==> config.mk <==
export PLATFORM = sky130hd
export DESIGN_NAME = mem_arbiter_flat
export DESIGN_NICKNAME = d
export VERILOG_FILES = /design/src/rtl/mem_arbiter_if.sv /design/src/rtl/mem_arbiter.sv /design/src/flat_wrapper.sv
export SDC_FILE = /design/constraint.sdc
export NUM_CORES = 1
export LEC_CHECK = 0
export CAP_MARGIN = 20
export CORE_AREA = 10 10 330 332
export CTS_BUF_LIST = sky130_fd_sc_hd__clkbuf_4 sky130_fd_sc_hd__clkbuf_8 sky130_fd_sc_hd__clkbuf_16
export DETAILED_ROUTE_END_ITERATION = 10
export DIE_AREA = 0 0 340 342
export GPL_TIMING_DRIVEN = 0
export SLEW_MARGIN = 25
export SYNTH_ARGS = -nofsm -noshare
export SYNTH_HDL_FRONTEND = slang
export SYNTH_SLANG_ARGS = --single-unit
==> constraint.sdc <==
create_clock -name clk -period 6.04 [get_ports clk]
set_clock_uncertainty 0.1 [all_clocks]
set_input_delay 0.906 -clock clk [delete_from_list [all_inputs] [get_ports clk]]
set_output_delay 0.906 -clock clk [all_outputs]
set_load 0.1 [all_outputs]
==> src/rtl/mem_arbiter_if.sv <==
// Bus bundle for mem_arbiter: I-side and D-side L1 line ports plus the shared memory port.
// The slave modport is the arbiter's view; master is the L1s-plus-memory view.
interface mem_arbiter_if;
  logic         l1i_read;
  logic         l1i_write;
  logic [31:4]  l1i_addr;
  logic [127:0] l1i_wdata;
  logic [127:0] l1i_rdata;
  logic         l1i_ready;

  logic         l1d_read;
  logic         l1d_write;
  logic [31:4]  l1d_addr;
  logic [127:0] l1d_wdata;
  logic [127:0] l1d_rdata;
  logic         l1d_ready;

  logic         mem_read;
  logic         mem_write;
  logic [31:4]  mem_addr;
  logic [127:0] mem_wdata;
  logic [127:0] mem_rdata;
  logic         mem_ready;

  modport slave (
    input  l1i_read, l1i_write, l1i_addr, l1i_wdata,
    output l1i_rdata, l1i_ready,
    input  l1d_read, l1d_write, l1d_addr, l1d_wdata,
    output l1d_rdata, l1d_ready,
    output mem_read, mem_write, mem_addr, mem_wdata,
    input  mem_rdata, mem_ready
  );

  modport master (
    output l1i_read, l1i_write, l1i_addr, l1i_wdata,
    input  l1i_rdata, l1i_ready,
    output l1d_read, l1d_write, l1d_addr, l1d_wdata,
    input  l1d_rdata, l1d_ready,
    input  mem_read, mem_write, mem_addr, mem_wdata,
    output mem_rdata, mem_ready
  );
endinterface

==> src/rtl/mem_arbiter.sv <==
// Two-requester (I-side read-only, D-side read/write) line arbiter onto one memory port.
// Optional macro ARB_ROUND_ROBIN_EN: alternate grants on contention instead of fixed D priority.
module mem_arbiter (
  input  logic          clk,
  input  logic          proc_reset,
  mem_arbiter_if.slave  bus
);

  typedef enum logic [1:0] {
    IDLE  = 2'd0,
    BUSY  = 2'd1,
    DRAIN = 2'd2
  } state_t;

  state_t       state_q;
  state_t       state_d;

  // grant_p1: bit 1 = D-side, bit 0 = I-side; all-zero when nobody is being served
  logic [1:0]   grant_p1;
  logic         op_wr_p1;
  logic [31:4]  addr_p1;
  logic [127:0] wdata_p1;

  logic [1:0]   grant_nxt;
  logic         op_wr_nxt;
  logic [31:4]  addr_nxt;
  logic [127:0] wdata_nxt;

  logic         d_req;
  logic         i_req;
  logic         pick_d;
  logic         done;
  logic         unused_ok;

  assign d_req = bus.l1d_read | bus.l1d_write;
  assign i_req = bus.l1i_read;
  assign done  = (state_q == BUSY) && bus.mem_ready;

  // The I-side never writes, so its write strobe and write data are dead inputs.
  assign unused_ok = ^{bus.l1i_write, bus.l1i_wdata};

`ifdef ARB_ROUND_ROBIN_EN
  logic prio_d_q;

  always_ff @(posedge clk or posedge proc_reset) begin
    if (proc_reset) begin
      prio_d_q <= 1'b1;
    end else if (done) begin
      prio_d_q <= grant_p1[0];
    end
  end

  assign pick_d = d_req && (!i_req || prio_d_q);
`else
  assign pick_d = d_req;
`endif

  always_comb begin
    state_d   = state_q;
    grant_nxt = grant_p1;
    op_wr_nxt = op_wr_p1;
    addr_nxt  = addr_p1;
    wdata_nxt = wdata_p1;
    case (state_q)
      IDLE: begin
        if (d_req || i_req) begin
          state_d = BUSY;
          if (pick_d) begin
            // A combined write+read is served as the write-back first; the read stays pending.
            grant_nxt = 2'b10;
            op_wr_nxt = bus.l1d_write;
            addr_nxt  = bus.l1d_addr;
            wdata_nxt = bus.l1d_wdata;
          end else begin
            grant_nxt = 2'b01;
            op_wr_nxt = 1'b0;
            addr_nxt  = bus.l1i_addr;
            wdata_nxt = bus.l1i_wdata;
          end
        end
      end
      BUSY: begin
        if (bus.mem_ready) begin
          state_d = DRAIN;
        end
      end
      DRAIN: begin
        state_d   = IDLE;
        grant_nxt = 2'b00;
      end
      default: begin
        state_d   = IDLE;
        grant_nxt = 2'b00;
      end
    endcase
  end

  // Command register stage: everything the memory sees is launched from here.
  always_ff @(posedge clk or posedge proc_reset) begin
    if (proc_reset) begin
      state_q  <= IDLE;
      grant_p1 <= 2'b00;
      op_wr_p1 <= 1'b0;
      addr_p1  <= '0;
      wdata_p1 <= '0;
    end else begin
      state_q  <= state_d;
      grant_p1 <= grant_nxt;
      op_wr_p1 <= op_wr_nxt;
      addr_p1  <= addr_nxt;
      wdata_p1 <= wdata_nxt;
    end
  end

  assign bus.mem_read  = (state_q == BUSY) && !op_wr_p1;
  assign bus.mem_write = (state_q == BUSY) &&  op_wr_p1;
  assign bus.mem_addr  = addr_p1;
  assign bus.mem_wdata = wdata_p1;

  assign bus.l1i_ready = done && grant_p1[0];
  assign bus.l1d_ready = done && grant_p1[1];
  assign bus.l1i_rdata = bus.mem_rdata;
  assign bus.l1d_rdata = bus.mem_rdata;

endmodule

==> src/flat_wrapper.sv <==
// flat-port wrapper written by rule: the top's interface ports become plain ports
module mem_arbiter_flat 
  (clk, proc_reset, bus_l1i_read, bus_l1i_write, bus_l1i_addr, bus_l1i_wdata, bus_l1i_rdata, bus_l1i_ready, bus_l1d_read, bus_l1d_write, bus_l1d_addr, bus_l1d_wdata, bus_l1d_rdata, bus_l1d_ready, bus_mem_read, bus_mem_write, bus_mem_addr, bus_mem_wdata, bus_mem_rdata, bus_mem_ready);
  mem_arbiter_if bus_i ();
  input  logic clk;
  input  logic proc_reset;
  input wire logic [$bits(bus_i.l1i_read)-1:0] bus_l1i_read;
  input wire logic [$bits(bus_i.l1i_write)-1:0] bus_l1i_write;
  input wire logic [$bits(bus_i.l1i_addr)-1:0] bus_l1i_addr;
  input wire logic [$bits(bus_i.l1i_wdata)-1:0] bus_l1i_wdata;
  output wire logic [$bits(bus_i.l1i_rdata)-1:0] bus_l1i_rdata;
  output wire logic [$bits(bus_i.l1i_ready)-1:0] bus_l1i_ready;
  input wire logic [$bits(bus_i.l1d_read)-1:0] bus_l1d_read;
  input wire logic [$bits(bus_i.l1d_write)-1:0] bus_l1d_write;
  input wire logic [$bits(bus_i.l1d_addr)-1:0] bus_l1d_addr;
  input wire logic [$bits(bus_i.l1d_wdata)-1:0] bus_l1d_wdata;
  output wire logic [$bits(bus_i.l1d_rdata)-1:0] bus_l1d_rdata;
  output wire logic [$bits(bus_i.l1d_ready)-1:0] bus_l1d_ready;
  output wire logic [$bits(bus_i.mem_read)-1:0] bus_mem_read;
  output wire logic [$bits(bus_i.mem_write)-1:0] bus_mem_write;
  output wire logic [$bits(bus_i.mem_addr)-1:0] bus_mem_addr;
  output wire logic [$bits(bus_i.mem_wdata)-1:0] bus_mem_wdata;
  input wire logic [$bits(bus_i.mem_rdata)-1:0] bus_mem_rdata;
  input wire logic [$bits(bus_i.mem_ready)-1:0] bus_mem_ready;
  assign bus_i.l1i_read = bus_l1i_read;
  assign bus_i.l1i_write = bus_l1i_write;
  assign bus_i.l1i_addr = bus_l1i_addr;
  assign bus_i.l1i_wdata = bus_l1i_wdata;
  assign bus_l1i_rdata = bus_i.l1i_rdata;
  assign bus_l1i_ready = bus_i.l1i_ready;
  assign bus_i.l1d_read = bus_l1d_read;
  assign bus_i.l1d_write = bus_l1d_write;
  assign bus_i.l1d_addr = bus_l1d_addr;
  assign bus_i.l1d_wdata = bus_l1d_wdata;
  assign bus_l1d_rdata = bus_i.l1d_rdata;
  assign bus_l1d_ready = bus_i.l1d_ready;
  assign bus_mem_read = bus_i.mem_read;
  assign bus_mem_write = bus_i.mem_write;
  assign bus_mem_addr = bus_i.mem_addr;
  assign bus_mem_wdata = bus_i.mem_wdata;
  assign bus_i.mem_rdata = bus_mem_rdata;
  assign bus_i.mem_ready = bus_mem_ready;
  mem_arbiter u_core (.clk(clk), .proc_reset(proc_reset), .bus(bus_i));
endmodule
### After elaboration in Yosys (flattened, before gate mapping)

Cells that the tools add are included.

| storage, ports and cells | value |
|---|---|
| register bits after elaboration | 161 |

| operators by class | value |
|---|---|
| eq/ne operators | 3 |
| multiplexer cells | 9 |
| bitwise gates (word level) | 2 |
| reduce and logical (&&, ||, !) cells | 11 |

Operators with widths:

| cell | count |
|---|---|
| $mux 128 | 1 |
| $mux 28 | 1 |
| $mux 2 | 4 |
| $pmux 2 s2 | 2 |
| $reduce_and 2->1 | 3 |
| $logic_and 1x1->1 | 5 |
| $eq 2x1->1 const B | 1 |
| $logic_not 2->1 | 1 |
| $ne 2x1->1 const B | 1 |
| $ne 2x2->1 const B | 1 |
| $logic_not 1->1 | 1 |
| $logic_or 1x1->1 | 1 |
| $mux 1 | 1 |
| $not 1->1 | 1 |
| $or 1x1->1 | 1 |

### Depth between registers and ports, before layout

Gate-level depths: netlist of the first run.

| logic depth | value |
|---|---|
| word-level depth | 4 |
| mapped depth | 6 |
| gate-level depth less buffers | 3 |

### Least setup slack after synthesis of the first run

OpenSTA, ideal clock, no wires.

| path | value |
|---|---|
| path kind | reg-to-output |
| start point | register u_core.state_q[1] |
| end point | output bus_mem_read |
| data arrival time | 1.796 ns |
| required time | 5.034 ns |
| slack | 3.238 ns |
| cell stages (with the launch flop) | 3 |
| cell sequence | dfrtp_1 nand2b_1 nor2_1 |

| on the way | value |
|---|---|
| cells in the longest elaborated chain, start to end | 2 |

Ends and longest elaborated chain:

| item | RTL line | RTL |
|---|---|---|
| from (decl) | mem_arbiter.sv:15 | `state_t state_q;` |
| from (signal assigned) | mem_arbiter.sv:107 | `state_q <= state_d;` |
| $eq 2x1->1 | mem_arbiter.sv:115 | `assign bus.mem_read = (state_q == BUSY) && !op_wr_p1;` |
| $logic_and 1x1->1 | mem_arbiter.sv:115 |  |
| to (decl) | flat_wrapper.sv:19 | `output wire logic [$bits(bus_i.mem_read)-1:0] bus_mem_read;` |

Every way passes these cells.

### Worst setup path in the final report of the first run

Ends and elaborated chain as after synthesis.

==> results.sh, run 1 <==
export IMPL_power_density_nw_per_um2=558.9
export IMPL_yosysTopAreaCell="dfrtp_1"
export IMPL_place_congestion=0.7845
export IMPL_syn2layout_area_growth_pct=92.71
export IMPL_synth_cell_types=19
export IMPL_status="finished clean"
export IMPL_grt_usage_pct=9.159
export IMPL_grt_pass1_vias=9312
export IMPL_avgSynthCellArea_um2=13.07
export IMPL_cp_num_buf_inv=1
export IMPL_cts_resized=0
export IMPL_nNetsFinal=1985
export IMPL_drive_above_1_share_pct=43.35
export IMPL_finish_utilization_pct=19.24
export IMPL_r2r_setup_slack_ps=3990
export IMPL_yosysSeqAreaShare_pct=39.33
export IMPL_max_slew_margin_rel_pct=24.38
export IMPL_cp_start_kind="register"
export IMPL_synth_warnings=0
export IMPL_slowest_delay_ps=1170
export IMPL_synth_edf_count=0
export IMPL_crit_cells=3
export IMPL_grt_start_max_net_pins=85
export IMPL_syn_area_um2=10240
export IMPL_rr_worst_depth=5
export IMPL_critical_path_class="register to output pin"
export IMPL_fin_tns_setup_ps=0
export IMPL_crit_family="buffers and inverters"
export IMPL_final_cells=2935
export IMPL_r2r_end="u_core.bus.mem_wdata[51]"
export IMPL_rsz0062_at_grt="false"
export IMPL_fmax_mhz=298.7
export IMPL_tightest_slew_ps=1131
export IMPL_wire_per_inst_um=19.03
export IMPL_cts_made_buffers=17
export IMPL_rows=118
export IMPL_endpoint_kind="output pin"
export IMPL_first_pass_iters=5
export IMPL_leakagePower_uw=0.008259
export IMPL_synth_most_common_cell="buf_4"
export IMPL_cts_sinks=161
export IMPL_clk_path_buf_depth=2
export IMPL_postCtsHoldBufs=0
export IMPL_critical_path_cell_chain="nand2b_1 > nor2_1 > clkdlybuf4s50_1"
export IMPL_drv_cap=0
export IMPL_gr_total_overflow=0
export IMPL_ir_drop_uv=291.0
export IMPL_startpoint="u_core.state_q[1]"
export IMPL_grt_pass1_wl_mm=74.69
export IMPL_synth_async_reset_ratio_pct=100.0
export IMPL_cp_max_fo=5
export IMPL_drc_errors=0
export IMPL_timing_rr_start="u_core.state_q[1]"
export IMPL_htree_levels=4
export IMPL_drt_initial_drc_count=160
export IMPL_hold_violations=0
export IMPL_routed_wl_mm=55.85
export IMPL_cp_slowest_cell="clkdlybuf4s50_1"
export IMPL_cts_clk_slew_worst_paths_ps=70
export IMPL_setup_viol_count_final=0
export IMPL_antenna_found_initial=10
export IMPL_synth_common_cells="buf_4 (269), mux2_2 (209), dfrtp_1 (161), mux2_4 (100), buf_6 (14)"
export IMPL_required_ps=5030
export IMPL_dp_hpwl_mm=48.65
export IMPL_min_path_type="register to register"
export IMPL_numPortBuffers=733
export IMPL_ys_flop_type="dfrtp_1"
export IMPL_start_util_pct=9.984
export IMPL_syn_num_nets=1231
export IMPL_route_vias_total=8426
export IMPL_postCtsSetupRepairBufs=0
export IMPL_ios=863
export IMPL_cts_root_buf="clkbuf_16"
export IMPL_synthCells=784
export IMPL_antenna_left=0
export IMPL_cts_tree="done"
export IMPL_coreArea_um2=102600
export IMPL_via_per_inst=2.871
export IMPL_die_w_um=340
export IMPL_worstSetupEndpoint="bus_mem_read"
export IMPL_die_y_um=342
export IMPL_drv_slew=0
export IMPL_netlist_top_cells_area="dfrtp_1 (39%), mux2_2 (23%), buf_4 (20%)"
export IMPL_critPathArrivalTime_ps=2340
export IMPL_clock_latency_ps=490
export IMPL_period_share_pct=55.42
export IMPL_finalCriticalPeriod_ps=3348
export IMPL_place_inst=2899
export IMPL_ys_ff_latch=161
export IMPL_die_area_um2=116300
export IMPL_yosysTopAreaCellShare_pct=39.33
==> state kept, by name (all words and copies together) (netlist names) <==
name / cells
u_core.op_wr_p1: 1
u_core.bus.mem_addr: 28
u_core.bus.mem_wdata: 128
u_core.grant_p1: 2
u_core.state_q: 2
==> power breakdown <==
group / leakage, µW / total, µW / switching, µW / internal [µW]
Sequential: 0.00188 / 1930 / 295 / 1640
Combinational: 0.00612 / 7980 / 5990 / 1990
Clock: 0.000255 / 1120 / 575 / 547
==> cell families (layout without fill, tap and decap cells) <==
logic type	count (synthesis)	count (layout)	synth area share (%)
mux	312	312	37.93
flops	161	161	39.33
simple gates	11	11	0.5739
other cells	0	5	0
buf+inv	295	1061	21.79
compound gates	5	5	0.3786
==> placed cells by master, fill, tap and decap left out, drive strengths merged, types with 2 or more instances in the layout <==
cell,netlist,final
clkdlybuf4s50,0,696
mux2,310,310
and2,2,2
o21ai,2,2
nor2,4,4
and3,2,2
dfrtp,161,161
nand2b,2,2
inv,4,10
buf,291,330
clkinvlp,0,5
mux2i,2,2
clkbuf,0,19
diode,0,5
==> metrics by stage <==
stage	power [µW]	worst slack, ps	hold slack, ps	area (µm²)
after detailed placement	10020	2301	388.7	19190
after global placement	10110	-2610	386.9	19310
after global routing	11460	2589	417.7	19740
after floorplan	7827	685.7	362.3	10240
after CTS	11230	2608	401.2	19730
final	11030	2692	399.8	19740
==> worst reg2reg max path, stage by stage (launching register included) <==
cell     delay (ps)
dfrtp_1         410
nor2_1           80
o21ai_2         130
buf_2           500
buf_4           350
mux2_2          370
==> routing by layer <==
metal  global-route usage, %  routed length, µm
met5                       0                 20
met4                   4.032               1670
met3                   5.048               6644
met2                   14.46              25860
met1                   10.04              21660
==> layout make-up <==
cell class	count	area, µm²
diodes	5	12.51
clock inverters	12	97.59
flip-flops and latches	161	4029
fillers	11250	82870
plain buffers	291	2217
well taps	1380	1727
multi-input cells	328	3984
inverters	4	22.52
clock buffers	19	446.7
repair buffers	735	7207
==> worst min-delay path by stage <==
| stage | startpoint | to | slack (ps) | depth (start not counted) |
|---|---|---|---|---|
| after floorplan | u_core.state_q[1] | u_core.grant_p1[1] | 360 | 1 |
| after global placement | u_core.bus.mem_wdata[18] | u_core.bus.mem_wdata[18] | 390 | 1 |
| after detailed placement | u_core.bus.mem_addr[27] | u_core.bus.mem_addr[27] | 390 | 1 |
| after CTS | u_core.state_q[1] | u_core.grant_p1[1] | 400 | 1 |
| after global routing | u_core.bus.mem_addr[27] | u_core.bus.mem_addr[27] | 420 | 1 |
| final | u_core.bus.mem_addr[27] | u_core.bus.mem_addr[27] | 400 | 1 |
(Power assumes the default switching activity.)
==> run 2, diff against run 1 <==
Settings changed: CORE_AREA 10 10 330 332 to 10 10 326 328, DIE_AREA 0 0 340 342 to 0 0 336 338.
Clock period 6.04 ns to 2.8 ns, I/O delays scaled along.
==> run 2 against run 1 <==
Against the previous run: setup slack got worse by 2600 ps; largest cell class unchanged; critical path type unchanged; clock-buffer cell count fell by 1; critical endpoint is now bus_l1d_ready; non-clock buffer count up 4; routed wire length shrank 4.0%; final cell count down 2.8%; sequential cell count stayed put; hold slack got worse by 260 ps.
==> results.sh, run 2 (same netlist as run 1, synthesis figures left out) <==
export IMPL_status="finished clean"
export IMPL_via_per_inst=2.945
export IMPL_drv_cap=0
export IMPL_ios=863
export IMPL_syn2layout_area_growth_pct=93.92
export IMPL_finish_utilization_pct=19.95
export IMPL_cts_tree="done"
export IMPL_cts_root_buf="clkbuf_16"
export IMPL_die_y_um=338
export IMPL_timing_rr_start="u_core.state_q[1]"
export IMPL_die_area_um2=113600
export IMPL_largest_register_ffs=128
export IMPL_grt_usage_pct=8.847
export IMPL_grt_start_max_net_pins=31
export IMPL_fmax_mhz=375.0
export IMPL_critPathArrivalTime_ps=2150
export IMPL_postCtsHoldBufs=0
export IMPL_grt_pass1_wl_mm=70.67
export IMPL_critical_path_class="register to output pin"
export IMPL_setup_viol_count_final=0
export IMPL_gr_total_overflow=0
export IMPL_numPortBuffers=733
export IMPL_seq_area_um2=4029
export IMPL_start_util_pct=10.29
export IMPL_cp_max_fo=4
export IMPL_nNetsFinal=1989
export IMPL_multi_input_area_um2=3984
export IMPL_fillers=10890
export IMPL_clk_path_buf_depth=2
export IMPL_cts_clk_slew_worst_paths_ps=80
export IMPL_htree_levels=4
export IMPL_coreArea_um2=99570
export IMPL_cts_made_buffers=17
export IMPL_drc_errors=0
export IMPL_drive_above_1_share_pct=42.38
export IMPL_tightest_slew_ps=1082
export IMPL_dp_hpwl_mm=47.02
export IMPL_period_share_pct=95.25
export IMPL_pre_cts_ws_ps=-548.1
export IMPL_setup_ws_ps=133.1
export IMPL_rows=116
export IMPL_grt_pass1_vias=9282
export IMPL_leakagePower_uw=0.008341
export IMPL_drv_slew=0
export IMPL_drt_initial_drc_count=210
export IMPL_cts_sinks=161
export IMPL_required_ps=2280
export IMPL_rsz0062_at_grt="false"
export IMPL_max_slew_margin_rel_pct=27.62
export IMPL_startpoint="u_core.state_q[0]"
export IMPL_cp_start_kind="register"
export IMPL_postCtsSetupRepairBufs=0
export IMPL_hold_violations=0
export IMPL_antenna_left=0
export IMPL_route_vias_total=8404
export IMPL_wire_per_inst_um=18.78
export IMPL_ir_drop_uv=681.0
export IMPL_finalCriticalPeriod_ps=2667
export IMPL_first_pass_iters=4
export IMPL_routed_wl_mm=53.61
export IMPL_antenna_found_initial=7
export IMPL_place_congestion=0.7987
export IMPL_final_common_cell="clkdlybuf4s50_1"
export IMPL_clock_latency_ps=490
export IMPL_min_path_type="primary input to asynchronous set/reset pin"
export IMPL_power_density_nw_per_um2=1205
export IMPL_layout_common_cells="clkdlybuf4s50_1 (711), buf_4 (269), mux2_2 (209)"
export IMPL_endpoint_kind="output pin"
export IMPL_die_w_um=336
==> run 2: worst max-delay path, cell delays in order (launching register included) <==
cell and delay [ps]:
dfrtp_1 380, inv_1 80, nor2_1 180, and3_1 180
clkdlybuf4s15_1 830
==> run 2: path summary, 6_finish.rpt <==
| path | slack, ps | cells past startpoint | to |
|---|---|---|---|
| min in group clk | 400 | 1 | u_core.bus.mem_wdata[70] |
| hold reg to reg | 400 | 1 | u_core.bus.mem_wdata[70] |
| max in group asynchronous | 1520 | 5 | u_core.bus.mem_wdata[81] |
| hold / removal | 140 | 2 | u_core.bus.mem_wdata[45] |
| setup / recovery | 130 | 4 | bus_l1d_ready |
| setup reg to reg | 850 | 5 | u_core.bus.mem_wdata[70] |
==> run 2: cell type report <==
cell class / instances / share of cell area (%)
Timing Repair Buffer: 739 / 37.05
Clock buffer: 18 / 2.179
Multi-Input combinational cell: 328 / 20.05
Inverter: 4 / 0.09447
Sequential cell: 161 / 20.28
Tap cell: 1298 / 8.175
Clock inverter: 14 / 0.9825
Antenna cell: 1 / 0.01260
Buffer: 291 / 11.17
==> run 2: stage by stage <==
| stage | hold WS [ps] | std cells | setup TNS (ps) | area, µm² | total power (µW) |
|---|---|---|---|---|---|
| global route | 121.3 | 2853 | 0 | 19860 | 24830 |
| finish | 144.1 | 2854 | 0 | 19870 | 23930 |
| detailed placement | 391.7 | 2821 | -51490 | 19230 | 21520 |
| global placement | 383.7 | 2815 | -303240 | 19210 | 21600 |
| floorplan | 362.3 | 784 | 0 | 10250 | 16890 |
| CTS | 70.94 | 2853 | 0 | 19860 | 24350 |
==> run 2: where the power goes <==
group	total, µW	internal [µW]	switching, µW
registers	4160	3530	630
clock network	2650	1440	1200
logic	17100	4410	12700
==> run 2: per-layer routing <==
| metal | wire [µm] | track usage [%] | part of all wire [%] | up-vias |
|---|---|---|---|---|
| met4 | 747 | 2.533 | 1.4 | 8 |
| met1 | 20430 | 9.703 | 38 | 3968 |
| met3 | 6041 | 4.442 | 11 | 34 |
| met5 | 44 | 0 | 0.082 | - |
| met2 | 26350 | 14.91 | 49 | 458 |
| li1 | - | - | - | 3936 |
==> run 2: timing repair <==
item                                   in CTS  in global routing
resized for setup                           3                  3
setup endpoints to repair                   3                  9
endpoints found under the hold margin       0                  0
